## config.mk

```make
export PLATFORM = sky130hd
export DESIGN_NAME = svd_ctrl
export DESIGN_NICKNAME = d
export VERILOG_FILES = /design/src/rtl/svd_pkg.sv /design/src/rtl/svd_step_cnt.sv /design/src/rtl/svd_ctrl.sv
export SDC_FILE = /design/constraint.sdc
export NUM_CORES = 1
export LEC_CHECK = 0
export CORE_ASPECT_RATIO = 1.25
export CORE_MARGIN = 5
export CORE_UTILIZATION = 35
export DETAILED_ROUTE_END_ITERATION = 10
export GPL_TIMING_DRIVEN = 0
export PLACE_DENSITY = 0.68
export SLEW_MARGIN = 5
export SYNTH_ARGS = -nofsm -noshare
export SYNTH_HDL_FRONTEND = slang
export SYNTH_SLANG_ARGS = --single-unit
```

## constraint.sdc

```tcl
create_clock -name clk -period 1.6 [get_ports clk]
set_input_delay 0.4 -clock clk [delete_from_list [all_inputs] [get_ports clk]]
set_output_delay 0.4 -clock clk [all_outputs]
set_load 0.02 [all_outputs]
```

## src/rtl/svd_pkg.sv

```systemverilog
// rtl/svd_pkg.sv - shared state encoding and timing constants for the SVD controller
package svd_pkg;

  typedef logic [2:0] state_t;

  localparam state_t S_IDLE  = 3'd0;
  localparam state_t S_LOAD  = 3'd1;
  localparam state_t S_ROT_L = 3'd2;
  localparam state_t S_ROT_R = 3'd3;
  localparam state_t S_DUMP  = 3'd4;
  localparam state_t S_DRAIN = 3'd5;
  localparam state_t S_DONE  = 3'd6;

  localparam int CNT_LAST = 17;
  localparam int RD_LAT   = 1;

  function automatic logic is_rot(input state_t s);
    return (s == S_ROT_L) || (s == S_ROT_R);
  endfunction

endpackage

```

## src/rtl/svd_step_cnt.sv

```systemverilog
// rtl/svd_step_cnt.sv - rotation step / sweep counter pair with final-step flag
module svd_step_cnt #(
  parameter int N          = 8,
  parameter int NUM_SWEEPS = 6,
  parameter int STEP_W     = 3,
  parameter int SWEEP_W    = 3
) (
  input  logic               clk,
  input  logic               rst_n,
  input  logic               clr,
  input  logic               adv,
  output logic [STEP_W-1:0]  step,
  output logic [SWEEP_W-1:0] sweep,
  output logic               last
);
  import svd_pkg::*;

  logic step_last;

  assign step_last = (step == STEP_W'(N - 1));
  assign last      = step_last && (sweep == SWEEP_W'(NUM_SWEEPS - 1));

  // sweep saturates on the final step so the finished sweep stays visible until the next job
  always_ff @(posedge clk or negedge rst_n) begin
    if (!rst_n) begin
      step  <= '0;
      sweep <= '0;
    end else if (clr) begin
      step  <= '0;
      sweep <= '0;
    end else if (adv) begin
      if (step_last) begin
        step <= '0;
        if (!last) sweep <= sweep + SWEEP_W'(1);
      end else begin
        step <= step + STEP_W'(1);
      end
    end
  end

endmodule

```

## src/rtl/svd_ctrl.sv

```systemverilog
// rtl/svd_ctrl.sv - SVD job sequencer: load, Jacobi rotation sweeps, result dump
module svd_ctrl #(
  parameter int N          = 8,
  parameter int ADDR_W     = 3,
  parameter int NUM_SWEEPS = 6,
  parameter int CNT_LAST   = svd_pkg::CNT_LAST
) (
  input  logic              clk,
  input  logic              rst_n,
  input  logic              start,
  input  logic              in_valid,
  input  logic              ce_svd,
  input  logic [4:0]        cnt_svd,
  output logic              ce_cnt,
  output logic              ce_cordic_slot0_A,
  output logic              ce_cordic_slot1_A,
  output logic              ce_cordic_slot0_UV,
  output logic              ce_cordic_slot1_UV,
  output logic              mux_ctrl_0,
  output logic              demux_ctrl_0,
  output logic              mux_ctrl_1,
  output logic              demux_ctrl_1,
  output logic [ADDR_W-1:0] sel_cordic_rot,
  output logic [ADDR_W-1:0] addr_A,
  output logic [ADDR_W-1:0] addr_U,
  output logic [ADDR_W-1:0] addr_V,
  output logic              we_A,
  output logic              we_U,
  output logic              we_V,
  output logic              out_valid,
  output logic              busy,
  output logic              done,
  output logic [2:0]        sweep_idx
);
  import svd_pkg::*;

  state_t            state, state_nxt;
  logic [ADDR_W-1:0] word, word_nxt;
  logic [ADDR_W-1:0] step;
  logic              last_step;
  logic              cnt_clr, cnt_adv;
  logic              phase_end;
  logic              word_last;
  logic              rd_q;

  assign phase_end = ce_svd && (cnt_svd == 5'(CNT_LAST));
  assign word_last = (word == ADDR_W'(N - 1));

  svd_step_cnt #(
    .N          (N),
    .NUM_SWEEPS (NUM_SWEEPS),
    .STEP_W     (ADDR_W),
    .SWEEP_W    (3)
  ) u_step_cnt (
    .clk   (clk),
    .rst_n (rst_n),
    .clr   (cnt_clr),
    .adv   (cnt_adv),
    .step  (step),
    .sweep (sweep_idx),
    .last  (last_step)
  );

  always_comb begin
    state_nxt = state;
    word_nxt  = word;
    cnt_clr   = 1'b0;
    cnt_adv   = 1'b0;
    case (state)
      S_IDLE: begin
        if (ce_svd && start) begin
          state_nxt = S_LOAD;
          word_nxt  = '0;
          cnt_clr   = 1'b1;
        end
      end
      S_LOAD: begin
        if (ce_svd && in_valid) begin
          word_nxt = word + ADDR_W'(1);
          if (word_last) begin
            state_nxt = S_ROT_L;
            word_nxt  = '0;
          end
        end
      end
      S_ROT_L: begin
        if (phase_end) state_nxt = S_ROT_R;
      end
      S_ROT_R: begin
        if (phase_end) begin
          cnt_adv   = 1'b1;
          word_nxt  = '0;
          state_nxt = last_step ? S_DUMP : S_ROT_L;
        end
      end
      S_DUMP: begin
        if (ce_svd) begin
          word_nxt = word + ADDR_W'(1);
          if (word_last) state_nxt = S_DRAIN;
        end
      end
      S_DRAIN: begin
        if (ce_svd) state_nxt = S_DONE;
      end
      S_DONE: begin
        if (ce_svd) state_nxt = S_IDLE;
      end
      default: state_nxt = S_IDLE;
    endcase
  end

  always_ff @(posedge clk or negedge rst_n) begin
    if (!rst_n) begin
      state <= S_IDLE;
      word  <= '0;
      rd_q  <= 1'b0;
    end else begin
      state <= state_nxt;
      word  <= word_nxt;
      // one-cycle DRAM read latency: valid follows the read address
      if (ce_svd) rd_q <= (state == S_DUMP);
    end
  end

  always_comb begin
    ce_cordic_slot0_A  = 1'b0;
    ce_cordic_slot1_A  = 1'b0;
    ce_cordic_slot0_UV = 1'b0;
    ce_cordic_slot1_UV = 1'b0;
    mux_ctrl_0         = 1'b0;
    demux_ctrl_0       = 1'b0;
    mux_ctrl_1         = 1'b0;
    demux_ctrl_1       = 1'b0;
    sel_cordic_rot     = '0;
    addr_A             = '0;
    addr_U             = '0;
    addr_V             = '0;
    we_A               = 1'b0;
    we_U               = 1'b0;
    we_V               = 1'b0;
    done               = 1'b0;
    case (state)
      S_LOAD: begin
        addr_A = word;
        we_A   = in_valid & ce_svd;
      end
      S_ROT_L: begin
        demux_ctrl_0       = 1'b1;
        ce_cordic_slot0_A  = 1'b1;
        ce_cordic_slot0_UV = 1'b1;
        sel_cordic_rot     = step;
        addr_A             = step;
        addr_U             = step;
        mux_ctrl_0         = phase_end;
        we_A               = phase_end;
        we_U               = phase_end;
      end
      S_ROT_R: begin
        demux_ctrl_0       = 1'b1;
        mux_ctrl_1         = 1'b1;
        demux_ctrl_1       = 1'b1;
        ce_cordic_slot1_A  = 1'b1;
        ce_cordic_slot1_UV = 1'b1;
        sel_cordic_rot     = step;
        addr_A             = step;
        addr_V             = step;
        mux_ctrl_0         = phase_end;
        we_A               = phase_end;
        we_V               = phase_end;
      end
      S_DUMP: begin
        addr_A = word;
        addr_U = word;
        addr_V = word;
      end
      S_DONE: done = ce_svd;
      default: ;
    endcase
  end

  assign ce_cnt    = is_rot(state);
  assign busy      = (state != S_IDLE);
  assign out_valid = rd_q & ce_svd;

endmodule

```

**Word-level counts from Yosys, hierarchy flattened**

Cells that the tools add are included.

- $add $sub $neg: 3
- Eq/ne operators: 20
- Muxes and demuxes: 40
- Bitwise logic cells: 2
- Reductions and logical operators: 15

Operators by type and width:

| kind | number |
|---|---|
| $mux W3 | 23 |
| $pmux W3 S7 | 1 |
| $eq A3 B3 Y1 const B | 6 |
| $ne A2 B2 Y1 const B | 9 |
| $pmux W3 S2 | 3 |
| $pmux W3 S4 | 1 |
| $mux W1 | 11 |
| $add A3 B1 Y3 const B | 3 |
| $reduce_and A9 Y1 | 1 |
| $eq A3 B2 Y1 const B | 2 |
| $eq A5 B5 Y1 const B | 1 |
| $reduce_and A5 Y1 | 1 |
| $logic_and A1 B1 Y1 | 4 |
| $reduce_bool A2 Y1 | 2 |
| $reduce_bool A4 Y1 | 1 |
| $reduce_or A2 Y1 | 2 |
| $eq A3 B1 Y1 const B | 1 |
| $logic_not A3 Y1 | 1 |
| $reduce_and A3 Y1 | 1 |
| $reduce_bool A3 Y1 | 1 |
| $and A1 B1 Y1 | 2 |
| $ne A2 B1 Y1 const B | 1 |
| $pmux W1 S2 | 1 |
| $logic_or A1 B1 Y1 | 1 |

- Register bits: 13
- Bits of input ports: 10
- Output and inout port bits: 30
- Word-level logic and storage cells: 85

**Depth between registers and ports, before layout**

- Depth in word-level cells: 6
- Mapped depth: 6
- Depth with buffers taken out: 6

**Hierarchy**

Synthesis repeated with hierarchy kept, for this count alone.

- Cells, all modules: 120
- Area, all modules: 1063.5 sq um

By module, submodules not included:

| module | times used | cells each | area an instance (sq um) | sequential area each (sq um) |
|---|---|---|---|---|
| svd_ctrl | 1 | 88 | 699.4 | 175.2 |
| svd_step_cnt | 1 | 32 | 364.1 | 150.1 |

**Worst setup path after synthesis**

No wires, ideal clock.

- Kind: reg-to-output
- Start point: register state[2]
- End point: output port addr_V[0]
- Data arrival time: 1.408 ns
- Required time: 1.200 ns
- Slack: -0.208 ns
- Cell stages (with the launch flop): 5
- Path through: dfrtp_1 -> nand2b_4 -> inv_2 -> and2_1 -> a22o_1

- Cells in the longest elaborated chain, start to end: 2

Ends and longest elaborated chain:

| element | line | source |
|---|---|---|
| from (decl) | svd_ctrl.sv:37 | `state_t state, state_nxt;` |
| from (signal assigned) | svd_ctrl.sv:118 | `state <= state_nxt;` |
| $eq A3 B3 Y1 / $eq A3 B2 Y1 (equally long branches) | svd_ctrl.sv:142 | `case (state)` |
| $pmux W3 S2 * | svd_ctrl.sv:142 |  |
| to (decl) | svd_ctrl.sv:26 | `output logic [ADDR_W-1:0] addr_V,` |

Mark *: on every way between the ends. The rest lies on a longest branch, timed or not.

**Final worst setup path**

- Start point: register state[1]
- End point: output port addr_V[1]

Same word-level chain as after synthesis.

==> impl_metrics.yaml <==
sta:
  worst_pin_slew_ps: 641.6
  hold_viol: 0
  clock.fmax_ghz: 0.5315
  timing.final.crit_share: 1.176
  fin_crit_ps: 1881
  grt_setup_unrepaired: "yes"
  hold-worst-slack_ps: 507.7
  setup_viol: 32
  timing.final.ws_setup_ps: -281.4
  fin_skew_ps: 2.232
  relSlewSlack: 0.5709
  slew_violations: 0
detailed_routing:
  drt-met1-wl_microns: 1894
  wl_met3_microns: 102
  ant_nets: 0
  via_per_inst: 5.486
  wire_per_inst_microns: 19.04
  vias: 1344
  drt-pass1-iter-count: 5
  wl_microns: 4664
  top_layer: "met4"
  drt-initial-drc-count: 44
  wl_met2_microns: 2476
  route.detailed.drc: 0
place:
  gp_congestion: 0.8537
  port_buffers: 39
  placed_area_sq_um: 1607
  dp_hpwl_microns: 2458
  dp.cells: 207
  place_ws_ps: -1080
power:
  leakagePower_nw: 1.041
  power_w: 0.002543
  peakVddDrop_uv: 837.6
  powerDensity_nw_per_um2: 1133
clock_tree:
  clock-sinks: 13
  clk_latency_ps: 260
  htreeDepth: 1
  cts_tree: "built"
  clockRootBuffer: "clkbuf_8"
  clk_pin_slew_ps: 60
  cts_made_buffers: 3
  clockBufferDepth: 2
synth:
  syn_avg_cell_area_sq_um: 8.606
  synth_nets: 147
  synth_seq_cells: 13
  synthesis.instances: 131
  synth_edf_count: 0
  syn_area_sq_um: 1127
  ys_top_cells_by_area: "dfrtp_1, ha_1, clkbuf_8"
  ys_seq_area_frac: 0.2886
  yosysWarnings: 0
  synth_cell_types: 45
  ys.flop_type: "dfrtp_1"
  synth_top_area_frac: 0.2886
  synth_top_cell_by_area: "dfrtp_1"
  async_reset_ff_frac: 1.000
critical_path:
  path_cells: "buf_8 -> nand2b_4 -> inv_6 -> and2_4 -> a22o_4 -> buf_6"
  crit_type: "flop to primary output"
  critPathBufInv: 3
  arrival_ps: 1480
  critPathMaxStageDelay_ps: 380
  cp.required_ps: 1200
  critPathMaxFanout: 8
  slowest_stage: "dfrtp_1"
  start_kind: "flop"
  end_kind: "primary output"
  cpLargestDelayFamily: "flip-flops"
layout:
  antenna_cells: 0
  multi_input_area_sq_um: 935.9
  regArea_sq_um: 329.1
  drive_above_1_share: 0.6538
  area_growth_pct: 99.11
  fin_area_sq_um: 2245
  finalNetCount: 225
  final_cells: 245
  num-fill-cells: 215
hold_path:
  hp-class: "flop to flop"
die:
  dieHeight_microns: 73.45
  die-area_sq_um: 4463
  rows: 23
  io-pin-count: 40
  start_util: 0.3561
  core_sq_um: 3166
  dieWidth_microns: 60.76
global_routing:
  grt_pass1_wl_microns: 6941
  grt_max_degree: 14
  first_global_vias: 1452
  antenna_found_initial: 0
  globalRouteOverflowTotal: 0
  grt_usage: 0.2093
job:
  drv_cap: 0
run_status:
  status: "complete, but fails checks"
  failed_checks: "negative setup slack"
registers in the layout, indices dropped and copies added (netlist names):
register          cells
state                 3
u_step_cnt.step       3
u_step_cnt.sweep      3
word                  3
rd_q                  1
worst paths after layout:
kind | start | endpoint | slack, ps | cells after the start
worst max-delay path | state[1] | addr_V[1] | -280 | 6
worst min register to register | rd_q | rd_q | 510 | 1
min in group asynchronous | rst_n | u_step_cnt.step[1] | 540 | 1
worst max register to register | state[2] | u_step_cnt.sweep[2] | -110 | 7
worst min-delay path | rd_q | rd_q | 510 | 1
max in group asynchronous | rst_n | state[2] | 610 | 1
layer usage:
| layer | vias up | GRT usage |
|---|---|---|
| met2 | 34 | 0.3508 |
| met1 | 685 | 0.2373 |
| met4 | 0 | 0.1422 |
| li1 | 610 | - |
| met5 | - | 0 |
| met3 | 15 | 0.03163 |
synth_stat cells, types with 2 or more instances:
master,number
nor3_1,2
or3_1,2
o21ai_0,8
clkbuf_8,4
a21oi_1,10
a22o_1,3
buf_2,2
mux2_2,2
nand3_1,6
buf_4,5
inv_1,11
nor2b_1,4
nor3b_1,2
and2_1,3
dfrtp_1,13
nor2_1,5
ha_1,6
nand2_1,13
mux2i_1,2
o31ai_1,3
power by group:
part / switching (W) / internal (W) / leakage (nW) / total, W
registers: 0.0000671 / 0.000387 / 0.171 / 0.000455
logic: 0.000858 / 0.000909 / 0.847 / 0.00177
clock network: 0.000145 / 0.000177 / 0.0228 / 0.000322
cells by family (layout without fill, tap and decap cells):
| logic type | after synthesis | in the layout | share of synthesized area |
|---|---|---|---|
| xor gates and xnor gates | 1 | 1 | 0.007771 |
| DFF | 13 | 13 | 0.2886 |
| buffers and inverters | 23 | 100 | 0.1310 |
| muxes | 4 | 4 | 0.03774 |
| AOI/OAI and AO/OA | 33 | 33 | 0.1887 |
| adders and majority gates | 6 | 6 | 0.06659 |
| and+or+nand+nor | 51 | 51 | 0.2797 |
cell type report:
class / instances / share of cell area
well taps: 37 / 0.02062
multi-input cells: 95 / 0.4169
clock buffers: 4 / 0.02007
plain buffers: 8 / 0.05128
inverters: 12 / 0.02230
repair buffers: 76 / 0.3222
flip-flops and latches: 13 / 0.1466
worst register-to-register path, stage by stage (launching register included):
cell and delay (ps):
dfrtp_2 440, nand2b_4 180, inv_6 80, buf_6 110
nand3_4 110, buf_6 150, or4_4 420, a21oi_2 140
layout by cell type (no fill, tap or decap), types with 4 or more instances in the layout:
cell type / synthesis / final
dlygate4sd2_1: 0 / 4
nand3_1: 6 / 6
a21oi_2: 0 / 7
dfrtp_1: 13 / 10
buf_4: 5 / 27
o21ai_0: 8 / 6
nand2_1: 13 / 7
buf_6: 0 / 39
clkbuf_8: 4 / 5
inv_1: 11 / 8
metrics by stage:
step	util	TNS (ps)
after floorplan	-	-71.98
after global routing	0.7091	-6323
final	0.7091	-5044
after global placement	0.5075	-19070
after detailed placement	0.5075	-19490
after CTS	0.6443	-4720
timing repair:
item                                    4_1_cts  5_1_grt
endpoints found under the setup margin       41       33
pin swaps                                    22       18
hold buffers                                  0        0
buffers inserted                             30       10
resized for setup                           207       55
Power figures use the tool's default switching activity.
